--- config.mk ---
export PLATFORM = sky130hd
export DESIGN_NAME = txpippm_step_sequencer
export DESIGN_NICKNAME = d
export VERILOG_FILES = /design/src/rtl/txpippm_step_sequencer.sv
export SDC_FILE = /design/constraint.sdc
export NUM_CORES = 1
export LEC_CHECK = 0
export ABC_AREA = 0
export CORE_MARGIN = 4
export CORE_UTILIZATION = 47
export CTS_CLUSTER_DIAMETER = 150
export DETAILED_ROUTE_END_ITERATION = 8
export HOLD_SLACK_MARGIN = 0.15
export PLACE_DENSITY = 0.77
export SLEW_MARGIN = 15
export SYNTH_ARGS = -nofsm -noshare
export SYNTH_HDL_FRONTEND = slang
export SYNTH_SLANG_ARGS = --single-unit
--- constraint.sdc ---
create_clock -name clk_in -period 3.15 [get_ports clk_in]
set_input_delay 0.315 -clock clk_in [delete_from_list [all_inputs] [get_ports clk_in]]
set_output_delay 0.315 -clock clk_in [all_outputs]
set_load 0.01 [all_outputs]
--- src/rtl/txpippm_step_sequencer.sv ---
// TX PPM step sequencer: turns one accepted step command into N pulses of fixed high
// width and clamped gap, holding channel select and step size constant for the whole command.
module txpippm_step_sequencer #(
  parameter int CHANNEL_COUNT  = 10,
  parameter int COUNT_WIDTH    = 16,
  parameter int HIGH_CYCLES    = 8,
  parameter int MIN_GAP_CYCLES = 8
) (
  input  logic                     clk_in,
  input  logic                     reset_n_in,
  input  logic                     cmd_valid_in,
  output logic                     cmd_ready_out,
  input  logic [CHANNEL_COUNT-1:0] cmd_sel_in,
  input  logic                     cmd_dir_in,
  input  logic [3:0]               cmd_mag_in,
  input  logic [COUNT_WIDTH-1:0]   cmd_count_in,
  input  logic [COUNT_WIDTH-1:0]   cmd_gap_in,
  input  logic                     abort_in,
  output logic                     pulse_out,
  output logic [CHANNEL_COUNT-1:0] sel_out,
  output logic [4:0]               stepsize_out,
  output logic [COUNT_WIDTH-1:0]   remaining_out,
  output logic                     busy_out,
  output logic                     done_out,
  output logic                     aborted_out
);

  typedef enum logic [1:0] {
    S_IDLE   = 2'd0,
    S_HIGH   = 2'd1,
    S_GAP    = 2'd2,
    S_FINISH = 2'd3
  } state_t;

  localparam logic [COUNT_WIDTH-1:0] L_ZERO      = COUNT_WIDTH'(0);
  localparam logic [COUNT_WIDTH-1:0] L_ONE       = COUNT_WIDTH'(1);
  localparam logic [COUNT_WIDTH-1:0] L_HIGH_LAST = COUNT_WIDTH'(HIGH_CYCLES - 1);
  localparam logic [COUNT_WIDTH-1:0] L_MIN_GAP   = COUNT_WIDTH'(MIN_GAP_CYCLES);

  state_t                   r_state;
  state_t                   w_next_state;
  logic [COUNT_WIDTH-1:0]   r_cnt;
  logic [COUNT_WIDTH-1:0]   r_gap;
  logic [COUNT_WIDTH-1:0]   r_remaining;
  logic [CHANNEL_COUNT-1:0] r_sel;
  logic [4:0]               r_stepsize;
  logic                     r_abort_pend;
  logic                     r_ready;
  logic                     r_pulse;
  logic                     r_busy;
  logic                     r_done;
  logic                     r_aborted;

  logic                     w_accept;
  logic                     w_abort_now;
  logic [COUNT_WIDTH-1:0]   w_gap_clamped;

  assign w_gap_clamped = (cmd_gap_in < L_MIN_GAP) ? L_MIN_GAP : cmd_gap_in;

  // Next-state decode; abort only counts while a pulse or gap is in flight.
  always_comb begin
    w_next_state = r_state;
    w_accept     = 1'b0;
    w_abort_now  = r_abort_pend;
    case (r_state)
      S_IDLE: begin
        if (cmd_valid_in && r_ready) begin
          w_accept     = 1'b1;
          w_next_state = (cmd_count_in == L_ZERO) ? S_FINISH : S_HIGH;
        end else begin
          w_next_state = S_IDLE;
        end
      end
      S_HIGH: begin
        w_abort_now = r_abort_pend | abort_in;
        if (r_cnt == L_HIGH_LAST) begin
          w_next_state = S_GAP;
        end else begin
          w_next_state = S_HIGH;
        end
      end
      S_GAP: begin
        w_abort_now = r_abort_pend | abort_in;
        if (r_cnt == (r_gap - L_ONE)) begin
          if ((r_remaining != L_ZERO) && !w_abort_now) begin
            w_next_state = S_HIGH;
          end else begin
            w_next_state = S_FINISH;
          end
        end else begin
          w_next_state = S_GAP;
        end
      end
      S_FINISH: begin
        w_next_state = S_IDLE;
      end
      default: begin
        w_next_state = S_IDLE;
      end
    endcase
  end

  // State, command latches and registered outputs.
  always_ff @(posedge clk_in or negedge reset_n_in) begin
    if (!reset_n_in) begin
      r_state      <= S_IDLE;
      r_cnt        <= L_ZERO;
      r_gap        <= L_ZERO;
      r_remaining  <= L_ZERO;
      r_sel        <= {CHANNEL_COUNT{1'b0}};
      r_stepsize   <= 5'd0;
      r_abort_pend <= 1'b0;
      r_ready      <= 1'b0;
      r_pulse      <= 1'b0;
      r_busy       <= 1'b0;
      r_done       <= 1'b0;
      r_aborted    <= 1'b0;
    end else begin
      r_state <= w_next_state;
      r_cnt   <= (w_next_state != r_state) ? L_ZERO : (r_cnt + L_ONE);
      if (w_accept) begin
        r_sel       <= cmd_sel_in;
        r_stepsize  <= {cmd_dir_in, cmd_mag_in};
        r_gap       <= w_gap_clamped;
        r_remaining <= (cmd_count_in == L_ZERO) ? L_ZERO : (cmd_count_in - L_ONE);
      end else if ((r_state == S_GAP) && (w_next_state == S_HIGH)) begin
        r_remaining <= r_remaining - L_ONE;
      end else begin
        r_remaining <= r_remaining;
      end
      r_abort_pend <= (r_state == S_FINISH) ? 1'b0 : w_abort_now;
      r_ready      <= (w_next_state == S_IDLE);
      r_pulse      <= (w_next_state == S_HIGH);
      r_busy       <= (w_next_state != S_IDLE);
      r_done       <= (w_next_state == S_FINISH);
      r_aborted    <= (w_next_state == S_FINISH) && w_abort_now;
    end
  end

  assign cmd_ready_out = r_ready;
  assign pulse_out     = r_pulse;
  assign sel_out       = r_sel;
  assign stepsize_out  = r_stepsize;
  assign remaining_out = r_remaining;
  assign busy_out      = r_busy;
  assign done_out      = r_done;
  assign aborted_out   = r_aborted;

endmodule
==> metrics.csv <==
stage,metric,value,unit
clocking,clock_path_buffers,2,
synth,avgSynthCellArea,8.522,sq um
global_route,grt_max_degree,36,
die,start_util,48.68,%
drt,vias,4154,
place,gp_congestion,0.9228,
clocking,path_clk_slew,0.09,ns
drt,ant_nets,0,
power,p_seq_share,52.9,%
die,core_area,0.008806,sq mm
setup_path,worstPathRequired,3.40,ns
global_route,grt_pass1_vias,4198,
global_route,grt_usage,21.48,%
setup_path,reg2reg_to,remaining_out[4]$_DFFE_PN0P_,
clocking,cts_buffers,9,
cells_and_area,final_cell_mix,"nand2_1 (112), clkdlybuf4s50_1 (85), dfrtp_1 (71)",
die,die_x,103.5,um
sta,setup_ws,0.05718,ns
run,cap_violations,0,
cells_and_area,post-route-util,65.09,%
power,switching_share,25.64,%
sta,skew,0.01509,ns
place,port_buffers,86,
power,combinationalPowerShare,6.6,%
setup_path,rrSetupSlack,0.06,ns
drt,drt_wl_total,11570,um
synth,synth_edf_count,0,
global_route,gr-total-overflow,0,
cells_and_area,syn2layout_area_growth,33.71,%
setup_path,path_max_fanout,8,
cells_and_area,drive_above_1_share,13.02,%
clocking,cts_tree,built,
setup_path,worstSetupEndpointType,flip-flop,
setup_path,critPathLaunchType,flip-flop,
setup_path,reg2reg_from,r_gap[9]$_DFFE_PN0P_,
global_route,busiest_layer,met2,
sta,finalSetupViolCount,0,
power,max-vdd-ir-drop,0.1910,mV
place,hpwlAfterDp,8701,um
clocking,htreeDepth,3,
clocking,clock_latency,0.36,ns
synth,synth_seq_area_share,41.45,%
setup_path,setup.worst_path.class,flip-flop to flip-flop,
sta,post-route-period-util,98.18,%
die,dieArea,0.01071,sq mm
synth,synth_cell_types,60,
cells_and_area,fin_nets,685,
drt,via_per_inst,5.629,
setup_path,arrival,3.35,ns
synth,yosys_warnings,0,
global_route,grt_util_met2,35.09,%
drt,drtIter0Drc,224,
hold_path,min_path_cells,3,
sta,hold_slack,0.4778,ns
synth,synthFlopType,dfrtp_1,
hold_path,min_path_type,input pin to flip-flop,
synth,ys_ff_latch,71,
synth,syn_area,0.004287,sq mm
cells_and_area,antennaDiodeCount,0,
sta,rsz0062_at_grt,yes,
synth,synth_cells,503,
hold_path,hp-start,cmd_sel_in[4],
drt,post_drt_wl_per_cell,15.67,um
clocking,clkSinkCount,71,
global_route,grt_util_met1,28.39,%
sta,worst_pin_slew,0.6768,ns
power,pwr-share-clk,40.5,%
place,dp_worst_setup_slack,-0.07446,ns
drt,route.detailed.drc,0,
sta,max_freq,323.3,MHz
power,p_sw,0.0004413,W
die,die-height,103.5,um
drt,drtPass1Iterations,5,
outcome,outcome,"complete, no violations",
global_route,antenna_found_initial,0,
synth,synthArstFlopShare,100.0,%
power,leakagePower,2.680,nW
clocking,cts_root_buf,clkbuf_8,
setup_path,reg2regPathDepth,12,
power,pwr_density_cell,300.3,mW/mm^2
sta,hold_viol,0,
die,io_pins,87,
cells_and_area,final_common_cell,nand2_1,
die,num_rows,34,
hold_path,hold_end,sel_out[4]$_DFFE_PN0P_,
global_route,grt_first_pass_wirelength,19460,um
sta,slew_headroom,54.72,%
synth,synth_fp_nets,563,
power,p_int,0.001280,W
sta,period_needed,3.093,ns
global_route,grt.met3_usage,4.229,%
sta,slew_viol_final,0,
Yosys cell counts, drive strengths merged (7+ instances only):
library cell,count,area [sq um]
nand2,113,426.7
dfrtp,71,1777
nor2,56,212.7
xnor2,24,210.2
xor2,23,201.4
inv,18,67.56
nand3,18,90.09
o21ai,17,85.08
clkbuf,14,52.55
nor3,14,70.07
nor4,13,111.4
nand4,11,68.82
a21oi,9,56.31
and3,9,56.30
ha,9,112.6
nand2b,7,43.79
power groups by stage:
stage | Clock [W] | Sequential (W) | Combinational, W
finish | 0.000697 | 0.000910 | 0.000114
global route | 0.000748 | 0.000911 | 0.000124
CTS | 0.000704 | 0.000910 | 0.000115
detailed placement | 0 | 0.000929 | 0.000114
global placement | 0 | 0.000929 | 0.000112
floorplan | 0 | 0.000929 | 0.0000141
critical path, stage by stage, from the launching register on:
cell and delay (ns):
dfrtp_1 0.45, nor4_4 0.39, buf_4 0.17, and3_1 0.18, a21oi_1 0.07, a311oi_1 0.50
nor4_2 0.14, a21oi_4 0.21, clkinv_4 0.06, and4_4 0.22, buf_4 0.15, and4_1 0.18
a211o_1 0.26
metrics by stage:
step,total power [W],std cells,area [sq um],setup TNS [ns]
6_report,0.001721,738,5732,0
3_3_place_gp,0.001040,716,5460,0
5_1_grt,0.001782,738,5732,-1.461
4_1_cts,0.001730,733,5659,0
3_5_place_dp,0.001042,716,5460,-0.4447
2_1_floorplan,0.0009431,503,4287,0
what timing repair did:
| item | in CTS | in global routing |
|---|---|---|
| pin swaps | 0 | 5 |
| gates resized for setup | 2 | 8 |
| hold buffers | 1 | 0 |
| buffers inserted | 0 | 5 |
| endpoints found under the hold margin | 26 | 0 |
| setup endpoints to repair | 11 | 15 |
per-layer routing:
metal | vias to the layer above | share of wire (%)
met5 | - | 0
met4 | 0 | 1.3
met3 | 13 | 5.5
met2 | 125 | 49
met1 | 2034 | 45
li1 | 1982 | -
kinds of logic after synthesis:
group | after synthesis | synth area share (%)
compound gates | 66 | 11.35
xor+xnor | 47 | 9.603
fa+ha+maj | 9 | 2.627
buf+inv | 39 | 4.378
flops | 71 | 41.45
mux | 2 | 0.4670
simple gates | 269 | 30.12
area by class of cell:
| type | instances | area, sq um |
|---|---|---|
| repair buffers | 131 | 1200 |
| inverters | 19 | 76.32 |
| clock buffers | 9 | 123.9 |
| well taps | 108 | 135.1 |
| clock inverters | 7 | 62.56 |
| flip-flops and latches | 71 | 1777 |
| multi-input cells | 393 | 2357 |
| fillers | 724 | 3074 |
worst max-delay path by stage:
stage | start | end | slack, ns
finish | r_gap[9]$_DFFE_PN0P_ | remaining_out[4]$_DFFE_PN0P_ | 0.06
global route | r_gap[9]$_DFFE_PN0P_ | remaining_out[4]$_DFFE_PN0P_ | -0.14
CTS | r_gap[6]$_DFFE_PN0P_ | remaining_out[0]$_DFFE_PN0P_ | 0.05
detailed placement | r_gap[6]$_DFFE_PN0P_ | remaining_out[0]$_DFFE_PN0P_ | -0.07
global placement | remaining_out[0]$_DFFE_PN0P_ | remaining_out[0]$_DFFE_PN0P_ | 0.05
floorplan | remaining_out[0]$_DFFE_PN0P_ | remaining_out[4]$_DFFE_PN0P_ | 0.15
flip-flops by register name, summed over array words and instances, names as in the netlist:
| name | flops |
|---|---|
| remaining_out | 16 |
| r_cnt | 16 |
| done_out | 1 |
| busy_out | 1 |
| stepsize_out | 5 |
| r_abort_pend | 1 |
| sel_out | 10 |
| aborted_out | 1 |
| pulse_out | 1 |
| r_gap | 16 |
| r_state | 2 |
| cmd_ready_out | 1 |
(Power assumes the default switching activity.)
